--- config.mk ---
export PLATFORM = sky130hd
export DESIGN_NAME = adc_spi_rx
export DESIGN_NICKNAME = d
export VERILOG_FILES = /design/src/rtl/adc_spi_rx.sv
export SDC_FILE = /design/constraint.sdc
export NUM_CORES = 1
export LEC_CHECK = 0
export ABC_AREA = 1
export CORE_UTILIZATION = 35
export DETAILED_ROUTE_END_ITERATION = 12
export SYNTH_ARGS = -nofsm -noshare
export SYNTH_HDL_FRONTEND = slang
export SYNTH_SLANG_ARGS = --single-unit
--- constraint.sdc ---
create_clock -name clk -period 5.3 [get_ports clk]
set_clock_uncertainty 0.15 [all_clocks]
set_input_delay 0.795 -clock clk [delete_from_list [all_inputs] [get_ports clk]]
set_output_delay 0.795 -clock clk [all_outputs]
set_load 0.03 [all_outputs]
--- src/rtl/adc_spi_rx.sv ---
// SPI receiver for a serial ADC: starts a conversion every sample_period clocks,
// clocks out lead_bits + datlen SCLK periods and presents the datlen data bits MSB-first.
module adc_spi_rx #(
    parameter int unsigned datlen        = 12,
    parameter int unsigned lead_bits     = 3,
    parameter int unsigned clk_div       = 2,
    parameter int unsigned sample_period = 1000
) (
    input  logic              clk,
    input  logic              rst,
    input  logic              enable,
    input  logic              adc_miso,
    output logic              adc_cs_n,
    output logic              adc_sclk,
    output logic [0:datlen-1] sample,
    output logic              sample_valid,
    output logic              overrun
);

    localparam int unsigned NBits = lead_bits + datlen;
    localparam int unsigned PerW  = $clog2(sample_period + 1);
    localparam int unsigned DivW  = $clog2(clk_div + 1);
    localparam int unsigned BitW  = $clog2(NBits + 1);

    localparam logic [PerW-1:0] PerLast = PerW'(sample_period - 1);
    localparam logic [DivW-1:0] DivLast = DivW'(clk_div - 1);
    localparam logic [BitW-1:0] BitLast = BitW'(NBits - 1);
    localparam logic [BitW-1:0] LeadCnt = BitW'(lead_bits);

    typedef enum logic [1:0] {StIdle, StSetup, StShift, StHold} state_e;

    state_e            state_q, state_d;
    logic [PerW-1:0]   per_q, per_d;
    logic [DivW-1:0]   div_q, div_d;
    logic [BitW-1:0]   bit_q, bit_d;
    logic              cs_n_q, cs_n_d;
    logic              sclk_q, sclk_d;
    logic [0:datlen-1] shreg_q, shreg_d;
    logic [0:datlen-1] sample_q, sample_d;
    logic              valid_q, valid_d;
    logic              overrun_q, overrun_d;
    logic              tick;

    assign tick = (per_q == PerLast);

    always_comb begin
        state_d   = state_q;
        per_d     = tick ? '0 : per_q + 1'b1;
        div_d     = div_q;
        bit_d     = bit_q;
        cs_n_d    = cs_n_q;
        sclk_d    = sclk_q;
        shreg_d   = shreg_q;
        sample_d  = sample_q;
        valid_d   = 1'b0;
        overrun_d = overrun_q;

        // A start request that finds the converter busy is lost, not queued.
        if (tick && state_q != StIdle) begin
            overrun_d = 1'b1;
        end

        case (state_q)
            StIdle: begin
                if (tick && enable) begin
                    state_d = StSetup;
                    cs_n_d  = 1'b0;
                    sclk_d  = 1'b0;
                    div_d   = '0;
                    bit_d   = '0;
                end
            end
            StSetup: begin
                if (div_q == DivLast) begin
                    state_d = StShift;
                    div_d   = '0;
                end else begin
                    div_d = div_q + 1'b1;
                end
            end
            StShift: begin
                if (div_q == DivLast) begin
                    div_d = '0;
                    if (!sclk_q) begin
                        sclk_d = 1'b1;
                        // Leading sampling/null bits are never shifted in.
                        if (bit_q >= LeadCnt) begin
                            shreg_d = {shreg_q[1:datlen-1], adc_miso};
                        end
                    end else begin
                        sclk_d = 1'b0;
                        if (bit_q == BitLast) begin
                            state_d = StHold;
                        end else begin
                            bit_d = bit_q + 1'b1;
                        end
                    end
                end else begin
                    div_d = div_q + 1'b1;
                end
            end
            StHold: begin
                if (div_q == DivLast) begin
                    state_d  = StIdle;
                    cs_n_d   = 1'b1;
                    sample_d = shreg_q;
                    valid_d  = 1'b1;
                end else begin
                    div_d = div_q + 1'b1;
                end
            end
            default: state_d = StIdle;
        endcase
    end

    always_ff @(posedge clk) begin
        if (rst) begin
            state_q   <= StIdle;
            per_q     <= '0;
            div_q     <= '0;
            bit_q     <= '0;
            cs_n_q    <= 1'b1;
            sclk_q    <= 1'b0;
            shreg_q   <= '0;
            sample_q  <= '0;
            valid_q   <= 1'b0;
            overrun_q <= 1'b0;
        end else begin
            state_q   <= state_d;
            per_q     <= per_d;
            div_q     <= div_d;
            bit_q     <= bit_d;
            cs_n_q    <= cs_n_d;
            sclk_q    <= sclk_d;
            shreg_q   <= shreg_d;
            sample_q  <= sample_d;
            valid_q   <= valid_d;
            overrun_q <= overrun_d;
        end
    end

    assign adc_cs_n     = cs_n_q;
    assign adc_sclk     = sclk_q;
    assign sample       = sample_q;
    assign sample_valid = valid_q;
    assign overrun      = overrun_q;

endmodule

; ---- Word level (Yosys, flattened, before mapping)
; Index checks and enable logic that the tools add are counted.
; Widths: inputs -> output; s select.
[word_totals]
latchBits = 0
mem_bits_ro = 0
ramBits = 0
input_bits = 4
wordCells = 69
ff_bits = 46
mem_count = 0
output_inout_bits = 16
[op_classes]
n_shift = 0
div_mod_pow = 0
mux = 23
add_sub_neg = 3
eq_ne = 14
n_lt_le_gt_ge = 1
n_bitwise = 2
n_reduce_logical = 16
n_mul = 0
[op_table]
columns = operator, n
row1 = $mux 2, 9
row2 = $mux 4, 4
row3 = $ne 2x2->1 const B, 8
row4 = $add 10x1->10 const B, 1
row5 = $eq 10x10->1 const B, 1
row6 = $pmux 2 s4, 1
row7 = $pmux 4 s2, 1
row8 = $pmux 2 s3, 1
row9 = $reduce_and 3->1, 2
row10 = $reduce_and 6->1, 1
row11 = $reduce_bool 2->1, 3
row12 = $reduce_or 2->1, 3
row13 = $mux 1, 5
row14 = $reduce_and 5->1, 1
row15 = $add 4x1->4 const B, 1
row16 = $eq 2x1->1 const B, 2
row17 = $eq 2x2->1 const B, 2
row18 = $eq 4x4->1 const B, 1
row19 = $ge 4x2->1 const B, 1
row20 = $pmux 1 s2, 2
row21 = $reduce_and 2->1, 2
row22 = $reduce_and 4->1, 1
row23 = $add 2x1->2 const B, 1
row24 = $logic_and 1x1->1, 2
row25 = 2 further kinds, 3

; ---- Depth between registers and ports, before layout
; Gate-level depths: netlist of run 1.
[depth]
ltp_word = 5
depth_mapped = 10
ltp_nobuf = 10

; ---- Worst setup path before layout of run 1
; Ideal clock, no wire load.
[synth_timing]
path_kind = register -> register
start = register state_q[0]
end = register bit_q[2]
t_arrival_ns = 1.400
required_time_ns = 5.036
n_path_buf = 0
path_slack_ns = 3.636
setup_ns = 0.114
stages_incl_launch_ff = 9
period_less_slack_ns = 1.664
cell_sequence = dfxtp_1 > inv_1 > ha_1 > nand2_2 > inv_1 > nor2_1 > nand3_4 > a21oi_1 > nor2_1
[synth_via]
elab_chain_len = 3
elab_cells_between_ends = 9
classes_between = 5 x eq/ne / 1 x mux / 3 x reduce/logical
[synth_rtl]
columns = item, line_no
row1 = from (decl), 32  ; state_e state_q, state_d;
row2 = from (signal assigned), 118  ; state_q <= StIdle;
row3 = from (signal assigned), 129  ; state_q <= state_d;
row4 = $eq 2x2->1 / $logic_not 2->1 (equally long branches), 63  ; case (state_q)
row5 = $ne 2x2->1 (no source line) / $reduce_bool 2->1 (equally long branches), n/a
row6 = $reduce_and 5->1 (no source line), n/a
row7 = to (signal assigned), 132  ; bit_q <= bit_d;
row8 = to (decl), 35  ; logic [BitW-1:0] bit_q, bit_d;
; Parallel ways exist; a longest one is shown, timed or not.
; A chain may end at the register's enable or synchronous reset.

; ---- Final worst setup path of run 1
[layout_timing]
start = input port rst
end = register per_q[7]
[layout_via]
elab_chain_len = 1
[layout_rtl]
columns = item, line_no
row1 = from (decl), 10  ; input logic rst,
row2 = $reduce_or 2->1 (no source line), n/a
row3 = to (signal assigned), 130  ; per_q <= per_d;
row4 = to (decl), 33  ; logic [PerW-1:0] per_q, per_d;
; Every way passes these cells.

==> reports/qor.yml, run 1 <==
cp.depth: 5
status: "complete, no violations"
cts_made_buffers: 5
worst-path-buf-inv: 2
grt_max_degree: 35
worst_slew_pin_slew_ns: 0.876
synth_top_area_share_pct: 44.0
htree_levels: 2
synth_most_common_cell: "nor2_1"
area_growth_pct: 17.5
vias_per_cell: 4.50
post_cts_buffers: 0
max_cap_violations: 0
comb_power_share_pct: 2.1
dr_total_vias: 1620
fin_crit_sh_pct: 46.5
syn_nets: 282
top_layer: "met4"
crit_family: "buffers and inverters"
relSlewSlack_pct: 41.6
syn_inst: 268
layout-drive-gt1-share_pct: 12.8
coreArea_um2: 5640
finalHoldViolations: 0
power_frac_clock_pct: 46.1
hold_class: "reg -> reg"
rows: 27
num_antenna_cells: 0
fin_cells: 360
yosys_warnings: 0
fillers: 584
hold_buffers: 0
ir_drop_v: 0.000129
setup_viol: 0
crit_path_start_kind: "input pin"
grt_remaining_overflow: 0
path_cells: "clkdlybuf4s50_1, inv_1, nand2_2, a21oi_1, o21a_1"
port_buffers: 19
worstRegToRegCells: 7
ios: 20
cp_slowest_cell: "inv_1"
firstDrtPassIters: 4
routabilityCongestion: 0.730
wl_met3_um: 112
die_w_um: 79.3
synth_ff_type: "dfxtp_1"
drc: 0
synthTopCellsByCount: "65 x nor2_1, 46 x dfxtp_1, 26 x nand2_1"
clk_latency_ns: 0.30
die_area_um2: 6290
grt_pass1_wl_um: 6620
cts_tree: "done"
power_per_cell_area_nw_per_um2: 274
switching_share_pct: 19.5
p_leak_nw: 1.01
yosys.area.top_type: "dfxtp_1"
route.met2.wl_um: 1560
antenna_found_initial: 0
drtAntennaViolNets: 0
regArea_um2: 921
rsz0062_at_grt: "no"
end_kind: "flop"
drv_slew: 0
grt_pass1_vias: 1499
worstPathArrival_ns: 2.56
dr.first_iter.drc_count: 107
critPathKind: "in -> reg"
globalRouteTotalUtil_pct: 13.5
cts_resized: 0
cts-root-buf: "clkbuf_8"
async_reset_ff_share_pct: 0
wl_um: 3640
path_clk_slew_ns: 0.09
dpl.cell_count: 352
wl_met1_um: 1950
holdPathStages: 1
post-route-min-period_ns: 2.46
multi_input_area_um2: 1020
die_height_um: 79.3
worst_ep_required_time_ns: 5.40
intPower_mw: 0.541
synth_seq_cells: 46
max_freq_mhz: 406
hpwl_um: 2530
cp_slowest_stage_delay_ns: 0.67
synth_seq_area_share_pct: 44.0
post_synth_num_cell_types: 32
p_seq_share_pct: 51.8
cts_sinks: 46
synth_edf_count: 0
postSynthAreaPerCell_um2: 7.81
fin_setup_tns_ns: 0
synth_area_leaders: "dfxtp_1 44%, nor2_1 12%, ha_1 6.0%, nand2_1 4.7%, o21ai_0 4.1%"
netlist_area_um2: 2090
initial_core_util_pct: 37.1
crit_fanout: 34
nNetsFinal: 301
switchingPower_mw: 0.131
cts_buffer_depth: 2
avgRoutedWirePerCell_um: 10.1
[final timing paths]
kind | end | slack, ns | from
worst min-delay path | per_q[0] | 0.30 | per_q[0]
worst min register to register | per_q[0] | 0.30 | per_q[0]
worst max register to register | shreg_q[5] | 3.20 | state_q[0]
worst max-delay path | per_q[7] | 2.84 | rst
[power groups by stage]
stage,logic (mW),clock network [mW],registers [mW]
finish,0.0142,0.310,0.348
detailed placement,0.0144,0,0.357
floorplan,0.0103,0,0.356
global route,0.0171,0.333,0.349
global placement,0.0143,0,0.356
CTS,0.0145,0.321,0.348
[metrics by stage]
stage          power (mW)  utilization (%)  setup slack, ns  cell area (um2)  hold WS [ns]
2_1_floorplan       0.367                -             3.64             2090         0.268
6_report            0.672             43.6             2.84             2460         0.304
5_1_grt             0.699             43.6             2.63             2460         0.333
4_1_cts             0.684             43.6             2.81             2460         0.307
3_3_place_gp        0.371             41.1             2.53             2320         0.280
3_5_place_dp        0.371             41.1             2.50             2320         0.285
[worst register-to-register path: stages (launching register included)]
cell	delay, ns
dfxtp_1	0.35
inv_1	0.11
ha_1	0.31
nand2_2	0.15
nor3_4	0.47
inv_2	0.25
nor2_1	0.14
nor2_1	0.05
[routing by layer]
| metal | GRT usage (%) | vias up |
|---|---|---|
| li1 | - | 892 |
| met3 | 3.79 | 2 |
| met5 | 0 | - |
| met2 | 21.1 | 18 |
| met4 | 6.00 | 0 |
| met1 | 17.2 | 708 |
[placed cells by master (no fill, tap or decap), types with 2 or more instances in the layout]
| cell | n |
|---|---|
| a21oi_1 | 11 |
| bufinv_16 | 2 |
| clkbuf_8 | 5 |
| clkdlybuf4s50_1 | 19 |
| dfxtp_1 | 46 |
| ha_1 | 10 |
| inv_1 | 21 |
| inv_2 | 5 |
| nand2_1 | 26 |
| nand2_2 | 6 |
| nand3_1 | 10 |
| nand4_1 | 4 |
| nor2_1 | 65 |
| nor2_2 | 8 |
| nor2_4 | 2 |
| nor3_1 | 3 |
| nor3b_1 | 3 |
| o21a_1 | 2 |
| o21ai_0 | 17 |
| o21ai_1 | 11 |
[layout make-up]
| type | instances | share of cell area [%] |
|---|---|---|
| Sequential cell | 46 | 37.5 |
| Clock buffer | 5 | 2.80 |
| Multi-Input combinational cell | 188 | 41.4 |
| Timing Repair Buffer | 19 | 7.74 |
| Clock inverter | 3 | 2.80 |
| Inverter | 27 | 4.12 |
| Tap cell | 72 | 3.67 |
[cell families after synthesis]
group / share of synthesized area [%]
fa+ha+maj: 5.98
flops: 44.0
compound gates: 10.8
simple gates: 31.8
buf+inv: 7.36
[registers in the layout, summed over array words and instances, names as in the netlist]
signal and cells:
sample 12, adc_sclk 1, bit_q 4, state_q 2
overrun 1, adc_cs_n 1, div_q 2, sample_valid 1
per_q 10, shreg_q 12
No activity file was read; power rests on OpenSTA's default activity.
==> run 2: changes to the inputs <==
==> constraint.sdc (replaced) <==
create_clock -name clk -period 2 [get_ports clk]
set_clock_uncertainty 0.15 [all_clocks]
set_input_delay 0.3 -clock clk [delete_from_list [all_inputs] [get_ports clk]]
set_output_delay 0.3 -clock clk [all_outputs]
set_load 0.03 [all_outputs]
==> run 2 against run 1 <==
Effect of this change: critical path depth shrank 4; critical path type is now reg -> out; non-clock buffer count increased by 5; cell count increased by 1.4%; worst hold slack lost 0.00060 ns; wire length is 4.9% higher; global-route usage increased by 0.54 points; register-to-register slack got worse by 2.9 ns; largest power group unchanged.
==> reports/qor.yml, run 2 (synthesized netlist as in run 1, its figures left out) <==
holdPathStages: 1  # unchanged
switching_share_pct: 21.3  # +1.8 points
port_buffers: 19  # unchanged
layout-drive-gt1-share_pct: 14.7  # +1.8 points
drc: 0  # unchanged
path_clk_slew_ns: 0.08  # about the same
drtAntennaViolNets: 0  # unchanged
end_kind: "output pin"
hold_buffers: 0  # unchanged
ir_drop_v: 0.000368  # +190%
dr.first_iter.drc_count: 64  # -40%
reg2reg_to: "shreg_q[5]"
postPlaceCellArea_um2: 2360  # +1.6%
wl_met1_um: 1950  # -0.10%
mostFrequentLayoutCell: "nor2_1"
routabilityCongestion: 0.766  # +4.9%
rows: 27  # unchanged
rsz0062_at_grt: "no"
grt_max_degree: 17  # -51%
fillers: 588  # +0.68%
die_height_um: 79.3  # unchanged
power_per_cell_area_nw_per_um2: 630  # +130%
die_w_um: 79.3  # unchanged
r2r_slack_ns: 0.27  # -2.93 ns
vias_per_cell: 4.54  # +0.82%
cts_tree: "done"
finalHoldViolations: 0  # unchanged
top_layer: "met4"
multi_input_area_um2: 1020  # +0.49%
post-route-min-period_ns: 1.78
hpwl_um: 2680  # +6.0%
dr_total_vias: 1656  # +2.2%
worst_ep_required_time_ns: 1.55  # -3.85 ns
clk_latency_ns: 0.30  # about the same
ios: 20  # unchanged
cts_sinks: 46  # unchanged
fin_crit_sh_pct: 89.2
firstDrtPassIters: 4  # unchanged
antenna_found_initial: 0  # unchanged
power_frac_clock_pct: 37.6  # -8.5 points
dpl.cell_count: 357  # +1.4%
route.met2.wl_um: 1640  # +5.5%
intPower_mw: 1.22  # +120%
p_seq_share_pct: 59.7  # +7.9 points
max_freq_mhz: 560
cp_slowest_stage_delay_ns: 0.68  # about the same
nNetsFinal: 306  # +1.7%
drv_slew: 0  # unchanged
worst_slew_pin_slew_ns: 0.475  # -0.400 ns
max_cap_violations: 0  # unchanged
crit_fanout: 3  # -91%
switchingPower_mw: 0.330  # +150%
crit_path_start_kind: "flop"
initial_core_util_pct: 37.1  # unchanged
grt_pass1_vias: 1514  # +1.0%
avgRoutedWirePerCell_um: 10.5  # +3.4%
hold_path_end: "per_q[0]"
wl_met3_um: 153  # +37%
cts_resized: 0  # unchanged
num_antenna_cells: 0  # unchanged
final_area_um2: 2450  # -0.15%
htree_levels: 2  # unchanged
path_cells: "clkdlybuf4s50_1"
regArea_um2: 921  # unchanged
status: "complete, no violations"
crit_family: "buffers and inverters"
grt_remaining_overflow: 0  # unchanged
critPathKind: "reg -> out"
area_growth_pct: 17.3
setup_viol: 0  # unchanged
most-common-layout-cells: "64 x nor2_1, 46 x dfxtp_1, 26 x nand2_1"
cts_buffer_depth: 2  # unchanged
hold_start: "per_q[0]"
p_leak_nw: 1.02  # +0.37%
globalRouteTotalUtil_pct: 14.1  # +0.54 points
r2r_start: "state_q[0]"
cts-root-buf: "clkbuf_8"
cts_made_buffers: 5  # unchanged
comb_power_share_pct: 2.8  # +0.7 points
worstPathArrival_ns: 1.33  # -1.23 ns
coreArea_um2: 5640  # unchanged
relSlewSlack_pct: 68.3  # +27 points
cp_slowest_cell: "clkdlybuf4s50_1"
fin_setup_tns_ns: 0  # unchanged
die_area_um2: 6290  # unchanged
grt_pass1_wl_um: 6800  # +2.8%
post_cts_buffers: 0  # unchanged
worstRegToRegCells: 7  # unchanged
wl_um: 3820  # +4.9%
hold_class: "reg -> reg"
fin_cells: 365  # +1.4%
worst-path-buf-inv: 1  # -1
run 2: changes by cell type in the layout (fill, tap and decap cells not counted), sizes merged:
| cell | change |
|---|---|
| clkbuf | +2 |
| buf | +5 |
| bufinv | -2 |
run 2: routing by layer:
| metal | up-vias | global-route usage [%] |
|---|---|---|
| li1 | 901 | - |
| met1 | 729 | 17.6 |
| met2 | 21 | 21.8 |
| met3 | 5 | 4.83 |
| met4 | 0 | 6.00 |
| met5 | - | 0 |
run 2: power by group through the flow:
stage | Clock, mW | Sequential [mW] | Combinational, mW
detailed placement | 0 | 0.945 | 0.0437
global route | 0.651 | 0.924 | 0.0507
global placement | 0 | 0.945 | 0.0435
finish | 0.581 | 0.923 | 0.0427
floorplan | 0 | 0.944 | 0.0273
CTS | 0.618 | 0.923 | 0.0439
run 2: how the worst max path moves through the flow:
stage,from,endpoint,slack [ns],cells past startpoint
4_1_cts,state_q[0],bit_q[2],0.15,8
3_5_place_dp,state_q[0],bit_q[2],0.17,8
5_1_grt,state_q[0],shreg_q[5],0.1,7
2_1_floorplan,state_q[0],bit_q[2],0.34,8
6_report,adc_sclk,adc_sclk,0.22,1
3_3_place_gp,state_q[0],bit_q[2],0.24,8
run 2: through the flow:
step / power (mW) / hold WS (ns) / setup WS [ns] / util (%)
finish: 1.55 / 0.303 / 0.216 / 43.5
global route: 1.63 / 0.359 / 0.0956 / 43.5
CTS: 1.59 / 0.305 / 0.150 / 43.4
detailed placement: 0.988 / 0.289 / 0.170 / 41.8
global placement: 0.988 / 0.280 / 0.239 / 41.8
floorplan: 0.971 / 0.219 / 0.336 / -
run 2: area by class of cell:
cell class / instances / area share [%]
timing repair buffer: 24 / 9.28
clock buffer: 7 / 3.52
multi-input combinational: 188 / 41.7
tap: 72 / 3.67
sequential: 46 / 37.5
inverter: 27 / 4.13
clock inverter: 1 / 0.204
==> run 3: changes to the inputs <==
==> constraint.sdc (replaced) <==
create_clock -name clk -period 1.75 [get_ports clk]
set_clock_uncertainty 0.15 [all_clocks]
set_input_delay 0.2625 -clock clk [delete_from_list [all_inputs] [get_ports clk]]
set_output_delay 0.2625 -clock clk [all_outputs]
set_load 0.03 [all_outputs]
==> run 3 against run 2 <==
Effect of this change: core utilization rose by 1.8 points; clock-buffer cell count is 2 lower; sequential power is 15% higher; non-clock buffer count rose by 4.
==> reports/qor.yml, run 3 (synthesized netlist as in run 1, its figures left out) <==
crit_family: "buffers and inverters"
num_antenna_cells: 0  # unchanged
dr_total_vias: 1688  # +1.9%
dr.first_iter.drc_count: 119  # +86%
worstPathArrival_ns: 1.27  # -0.06 ns
hold_start: "per_q[0]"
mostFrequentLayoutCell: "nor2_1"
utilization_pct: 45.3  # +1.8 points
r2r_slack_ns: 0.14  # -0.13 ns
hpwl_um: 2600  # -2.8%
fin_crit_sh_pct: 96.2
drtAntennaViolNets: 0  # unchanged
reg2reg_to: "bit_q[2]"
setup_viol: 0  # unchanged
antenna_found_initial: 0  # unchanged
die_height_um: 79.3  # unchanged
grtUsageMet3_pct: 3.10  # -1.7 points
port_buffers: 19  # unchanged
cts_buffer_depth: 2  # unchanged
ios: 20  # unchanged
die_area_um2: 6290  # unchanged
finalPower_mw: 1.77  # +15%
holdPathStages: 1  # unchanged
cts_tree: "done"
htree_levels: 2  # unchanged
nNetsFinal: 310  # +1.3%
power_per_cell_area_nw_per_um2: 694  # +10%
hold_class: "reg -> reg"
fillers: 586  # -0.34%
drc: 0  # unchanged
cts_sinks: 46  # unchanged
grtUsageMet1_pct: 18.1  # +0.50 points
relSlewSlack_pct: 78.6  # +10 points
path_cells: "clkdlybuf4s50_1"
firstDrtPassIters: 4  # unchanged
cp_slowest_cell: "clkdlybuf4s50_1"
fin_cells: 369  # +1.1%
vias_per_cell: 4.57  # +0.83%
area_growth_pct: 22.1
ir_drop_v: 0.000496  # +35%
grt_pass1_vias: 1565  # +3.4%
globalRouteTotalUtil_pct: 13.7  # -0.34 points
rsz0062_at_grt: "no"
critPathKind: "reg -> out"
layout-drive-gt1-share_pct: 17.5  # +2.8 points
r2r_start: "state_q[0]"
hold_path_end: "per_q[0]"
worst_ep_required_time_ns: 1.34  # -0.21 ns
use_met2_pct: 21.3  # -0.52 points
clk_latency_ns: 0.30  # about the same
crit_path_start_kind: "flop"
fin_setup_tns_ns: 0  # unchanged
worstRegToRegCells: 8  # +1
status: "complete, no violations"
dpl.cell_count: 360  # +0.84%
grt_max_degree: 25  # +8
avgRoutedWirePerCell_um: 10.2  # -2.9%
path_clk_slew_ns: 0.10  # +0.02 ns
busiest_layer: "met2"
max_freq_mhz: 594
routabilityCongestion: 0.766  # about the same
initial_core_util_pct: 37.1  # unchanged
most-common-layout-cells: "63 x nor2_1, 46 x dfxtp_1, 26 x nand2_1"
hold_buffers: 0  # unchanged
die_w_um: 79.3  # unchanged
coreArea_um2: 5640  # unchanged
grt_remaining_overflow: 0  # unchanged
finalHoldViolations: 0  # unchanged
whs_ns: 0.313  # +0.0104 ns
cts_made_buffers: 5  # unchanged
crit_start: "sample_valid"
rows: 27  # unchanged
post-route-min-period_ns: 1.68
worst_slew_pin_slew_ns: 0.321  # -0.155 ns
wl_um: 3750  # -1.9%
end_kind: "output pin"
grt_pass1_wl_um: 6740  # -0.91%
crit_fanout: 1  # -2
drv_slew: 0  # unchanged
cp_slowest_stage_delay_ns: 0.65  # -0.03 ns
worst-path-buf-inv: 1  # unchanged
max_cap_violations: 0  # unchanged
p_leak_nw: 1.28  # +25%
cts-root-buf: "clkbuf_8"
==> run 3: per-layer routing <==
| metal | wire length (um) | up-vias |
|---|---|---|
| met3 | 124 | 8 |
| met1 | 1980 | 746 |
| li1 | - | 913 |
| met5 | 0 | - |
| met4 | 66 | 0 |
| met2 | 1580 | 21 |
==> run 3: final cells by class <==
type                            count  area (um2)  area share [%]
Inverter                           27         105            4.11
Timing Repair Buffer               28         300            11.8
Clock buffer                        5        68.8            2.69
Sequential cell                    46         921            36.0
Multi-Input combinational cell    188        1040            40.9
Tap cell                           72        90.1            3.53
Clock inverter                      3        25.0           0.979
==> run 3: worst max path at each step <==
stage          slack [ns]            to  depth (start not counted)
2_1_floorplan        0.09      bit_q[2]                          8
3_3_place_gp         0.11      bit_q[2]                          8
3_5_place_dp         0.04      bit_q[2]                          8
4_1_cts             0.003     sample[4]                          1
5_1_grt             0.006      bit_q[0]                          8
6_report             0.07  sample_valid                          1
==> run 3: through the flow <==
step                      area (um2)  setup WS, ns
after floorplan                 2090        0.0860
after global placement          2380         0.107
after detailed placement        2380        0.0430
after CTS                       2470       0.00323
after global routing            2550       0.00622
final                           2550        0.0661
==> run 3: what timing repair did <==
| action | 4_1_cts | 5_1_grt |
|---|---|---|
| pin swaps | 0 | 1 |
| hold endpoints to repair | 0 | 0 |
| buffers inserted | 0 | 1 |
| setup endpoints to repair | 2 | 31 |
| gates resized for setup | 2 | 21 |
==> run 3: power by group <==
part / leakage (nW) / internal [mW] / switching (mW) / total [mW]
Clock: 0.0447 / 0.288 / 0.381 / 0.670
Combinational: 0.861 / 0.0205 / 0.0280 / 0.0485
Sequential: 0.371 / 1.05 / 0.00360 / 1.06
Total: 1.28 / 1.36 / 0.413 / 1.77
==> variant 1 (settings of run 2) <==
The parameter `sample_period` goes from 1000 to 250.
--- a/src/rtl/adc_spi_rx.sv
+++ b/src/rtl/adc_spi_rx.sv
@@ -6,3 +6,3 @@
     parameter int unsigned clk_div       = 2,
-    parameter int unsigned sample_period = 1000
+    parameter int unsigned sample_period = 250
 ) (
Behaviour: same outputs for any inputs over 10 cycles, from zero or initial values and one cycle with rst high; that may be too few to reach the edited logic, so the function may still have changed.
==> variant 1 against run 2 <==
  * Maximum frequency shrank 2.4%
  * Synthesized area shrank 4.2%
  * Routed wire length shrank 3.2%
  * Cell area shrank 3.1%
  * Hold slack gained 0.0035 ns
  * Worst setup slack lost 0.044 ns
  * Sequential cell count shrank 2
  * Synthesized cell count shrank 0.37%
  * Critical endpoint unchanged
Power is not compared: it rests on default switching activity, and its combinational part moved more than twofold at a synthesized area within 25%.
==> variant 1: results (changes against run 2) <==
| Metric | Value |
|---|---|
| H-tree depth | 2 (unchanged) |
| Worst-margin pin slew | 0.409 ns (-0.0666 ns) |
| Worst EP arrival | 1.38 ns (+0.05 ns) |
| Hold depth | 2 (+1) |
| Global-route wire length before repair | 6.53 mm (-4.1%) |
| Post-Synth Adder-Cell Area | 6.87% (+0.89 points) |
| Layout clock buffer count | 6 (-1) |
| Clock network share of area | 5.10% (+1.4 points) |
| GPL Wtd Cong | 0.752 (-1.9%) |
| Multi-input gate area | 973 sq um (-4.8%) |
| Register area share after synthesis | 43.9% (-0.074 points) |
| Top cells by count, synth | nor2_1, dfxtp_1, nand2_1 |
| Lkg Pwr | approximately 0.0009 uW |
| Synth Area in Compound Gates | 10.5% (-0.28 points) |
| Vias in the first global route | 1,464 (-3.3%) |
| Share of cells above drive strength 1 | 8.71% (-6.0 points) |
| HPWL Detailed | 2.62 mm (-2.1%) |
| Routed length per placed instance | 10.3 um (-1.5%) |
| Max VDD drop | 397 uV |
| Worst R2R End | shreg_q[2]$_SDFFE_PP0P_ |
| Worst R2R Setup Slack | 0.20 ns (-0.07 ns) |
| Largest net degree at the start of global routing | 32 (+15) |
| Status | finished, final reports clean |
| Placed Cells | 351 (-1.7%) |
| Buffers, non-clock | 21 (-13%) |
| Syn avg cell area | 7.51 sq um (-3.8%) |
| Yosys cell types | 28 (-13%) |
| Antenna diodes | 0 (unchanged) |
| Reg2reg start | state_q[0]$_SDFFE_PP0P_ |
| Via count | 1,653 (-0.18%) |
| DP Area | 2250 sq um (-4.7%) |
| Final core utilization | 43.2% (-0.30 points) |
| Worst skew pair latency | between 0.2 and 0.3 ns |
| Number of DRC markers in iteration 0 | 74 (+16%) |
| Multi-input gates | 190 (+1.1%) |
| Top cells by area, synth | dfxtp_1, nor2_1, ha_1 |
| Reg2Reg Depth | 10 (+3) |
| Synth Warn # | 0 (unchanged) |
| Drt total wl | 3.70 mm (-3.2%) |
| Seq. cell area | 881 sq um (-4.3%) |
| Worst Path Max Fanout | 3 (unchanged) |
| Hold-critical path endpoint | adc_cs_n$_SDFFE_PP1P_ |
| Synth Area in XOR/XNOR | 0.874% (+0.87 points) |
| Total GRT Usage | 13.5% (-0.52 points) |
| NumNets Final | 301 (-1.6%) |
| Hold_ws | 0.306 ns (+0.00345 ns) |
| Dpl ws | 0.131 ns (-0.0391 ns) |
| Invs w/o clock | 24 (-11%) |
| Clock transition at the registers of the reported paths | 0.08 ns (about the same) |
| Clock sinks | 44 (-4.3%) |
| Top_reg_cell synth | dfxtp_1 |
| Hold Crit Start | adc_cs_n$_SDFFE_PP1P_ |
| # fillers | 571 (-2.9%) |
| Signal buf overhead | 9.15% (-0.13 points) |
## variant 1: cell types whose count changed after synthesis, moves of 3 or more
cell     before  now
nor3_1        3    0
nand3_2       0    3
o21ai_1      11    4
nand2_1      26   36
inv_2         5    2
nor2_1       65   71
nand2_2       6    1
nor2_2        8    4
o21ai_0      17   23
## variant 1: worst max-delay path by stage
stage	slack, ns	end	start
after CTS	0.12	shreg_q[2]$_SDFFE_PP0P_	state_q[0]$_SDFFE_PP0P_
after global routing	0.01	bit_q[3]$_SDFFE_PP0P_	state_q[0]$_SDFFE_PP0P_
after detailed placement	0.13	shreg_q[6]$_SDFFE_PP0P_	state_q[0]$_SDFFE_PP0P_
after global placement	0.18	shreg_q[8]$_SDFFE_PP0P_	state_q[0]$_SDFFE_PP0P_
final	0.17	adc_sclk	adc_sclk$_SDFFE_PP0P_
after floorplan	0.39	shreg_q[2]$_SDFFE_PP0P_	state_q[0]$_SDFFE_PP0P_
## variant 1: repair_timing
action | in CTS | in global routing
gates resized for setup | 0 | 2
buffers inserted | 0 | 0
hold endpoints to repair | 0 | 0
setup endpoints to repair | 0 | 12
## variant 1: cell families after synthesis
family | count (synthesis)
buf+inv | 33
fa+ha+maj | 11
flops | 44
xor+xnor | 2
compound gates | 40
simple gates | 137
## variant 1: per-layer routing
| metal | up-vias | share of wire (%) | wire [um] | GRT usage [%] |
|---|---|---|---|---|
| li1 | 890 | - | - | - |
| met1 | 732 | 53 | 1950 | 17.9 |
| met2 | 24 | 42 | 1540 | 20.8 |
| met3 | 7 | 3.7 | 136 | 3.76 |
| met4 | 0 | 1.9 | 70 | 5.28 |
| met5 | - | 0 | 0 | 0 |
## variant 1: power by group
part | switching (uW) | internal (uW)
Clock | 304 | 408
Combinational | 313 | 182
Sequential | 53.4 | 931
Total | 670 | 1520
==> variant 2 (flow settings as in run 2) <==
Made on the original files. `shreg_q` and `sample_q` no longer have a reset.
--- a/src/rtl/adc_spi_rx.sv
+++ b/src/rtl/adc_spi_rx.sv
@@ -123,4 +123,2 @@
             sclk_q    <= 1'b0;
-            shreg_q   <= '0;
-            sample_q  <= '0;
             valid_q   <= 1'b0;
@@ -134,4 +132,2 @@
             sclk_q    <= sclk_d;
-            shreg_q   <= shreg_d;
-            sample_q  <= sample_d;
             valid_q   <= valid_d;
@@ -139,2 +135,7 @@
         end
+    end
+
+    always_ff @(posedge clk) begin
+        shreg_q  <= shreg_d;
+        sample_q <= sample_d;
     end
Function: no difference found for any inputs over 10 cycles, from zero or initial values and one cycle with rst high; that may be too few to reach the edited logic, so the function may still have changed.
==> variant 2 against run 2 <==
  * Routed wire length shrank 19%
  * Sequential cell count is the same
  * Worst setup slack is essentially flat
  * Power grew 1.4%
  * Cell area shrank 7.0%
  * Non-clock buffer count shrank 2
  * Synthesized area shrank 8.7%
  * Critical endpoint unchanged
  * Largest power group unchanged
==> variant 2: results (changes against run 2) <==
| Metric | Value |
|---|---|
| GPL Wtd Cong | 0.802 (+4.7%) |
| Top_reg_cell synth | edfxtp_1 |
| HPWL Detailed | 2.22 mm (-17%) |
| Share of cells above drive strength 1 | 7.73% (-6.9 points) |
| Global-route wire length before repair | 5.23 mm (-23%) |
| Psw | 321 uW (-2.7%) |
| # fillers | 493 (-16%) |
| Worst R2R Setup Slack | 0.24 ns (-0.03 ns) |
| Rel. slew slack | 68.5% (+0.19 points) |
| Top cells by area, synth | edfxtp_1, dfxtp_1, nand2_1 |
| Hold Path Class | reg2reg |
| EDFF count, synth | 24 (+24) |
| Lkg Pwr | 0.000849 uW (-17%) |
| Register area share after synthesis | 60.8% (+17 points) |
| First-pass DRT Iterations | 4 (unchanged) |
| GRT met3 Usage | 3.97% (-0.86 points) |
| H-tree depth | 2 (unchanged) |
| DP Area | 2190 sq um (-6.9%) |
| Dpl ws | 0.268 ns (+0.0977 ns) |
| Post-CTS setup buffers | 0 (unchanged) |
| Port bufs | 19 (unchanged) |
| Total GRT Usage | 12.2% (-1.8 points) |
| Status | finished, final reports clean |
| NumNets Final | 233 (-24%) |
| Max VDD drop | 291 uV (-21%) |
| Vias in the first global route | 1,198 (-21%) |
| Largest net degree at the start of global routing | 15 (-2) |
| Met2 Use GR | 18.3% (-3.5 points) |
| Via count | 1,335 (-19%) |
| Top cells by count, synth | nand2_1, inv_1, edfxtp_1 |
| Worst path slowest cell | clkdlybuf4s50_1 |
| Final Hold Vio Count | 0 (unchanged) |
| Yosys cell types | 24 (-25%) |
| Drt total wl | 3.10 mm (-19%) |
| Max frequency | 0.561 GHz (about the same) |
| GR Util met1 | 16.9% (-0.68 points) |
| CTS max path bufs | 2 (unchanged) |
| Number of DRC markers in iteration 0 | 86 (+34%) |
| Mapped Nets | 206 (-27%) |
| Hold_ws | 0.281 ns (-0.0220 ns) |
==> variant 2: final cells by class <==
class / count / area share, %
Clock buffer: 6 / 3.18
Timing Repair Buffer: 22 / 9.33
Tap cell: 70 / 3.84
Multi-Input combinational cell: 118 / 27.9
Clock inverter: 2 / 0.603
Inverter: 26 / 4.28
Sequential cell: 46 / 50.9
==> variant 2: cells by family after synthesis <==
logic type	share of synthesized area (%)
adders and majority gates	6.55
xor gates and xnor gates	0.459
and+or+nand+nor	20.7
AOI/OAI and AO/OA	5.57
DFF	60.8
buffers and inverters	5.90
==> variant 2: worst paths after layout <==
check                               start                     to  depth (start not counted)
hold / removal       shreg_q[0]$_DFFE_PP_    sample[0]$_DFFE_PP_                          0
hold reg to reg      shreg_q[0]$_DFFE_PP_    sample[0]$_DFFE_PP_                          0
setup reg to reg  state_q[0]$_SDFFE_PP0P_  bit_q[0]$_SDFFE_PP0P_                          9
setup / recovery    adc_sclk$_SDFFE_PP0P_               adc_sclk                          1
==> variant 2: routing by layer <==
layer  routed length (um)  vias to the layer above
met4                   34                        0
li1                     -                      686
met5                    0                        -
met2                 1270                       25
met1                 1670                      619
met3                  121                        5
==> variant 2: per-stage QoR <==
stage               utilization (%)  instances
floorplan                         -        192
global placement               42.4        282
detailed placement             42.4        282
CTS                            44.1        290
global route                   44.1        290
finish                         44.1        290
==> variant 2: worst reg2reg max path, delay by kind of cell, from the launching register on <==
| kind | cells | cell delay, ns |
|---|---|---|
| simple gates | 5 | 0.68 |
| flops | 1 | 0.39 |
| fa+ha+maj | 1 | 0.28 |
| buf+inv | 3 | 0.20 |
==> variant 2: power groups by stage <==
stage | clock, uW | sequential, uW | combinational, uW
finish | 550 | 990 | 28.3
floorplan | 0 | 1010 | 15.3
CTS | 573 | 990 | 29.1
global placement | 0 | 1010 | 28.5
global route | 607 | 991 | 31.6
detailed placement | 0 | 1010 | 29.0
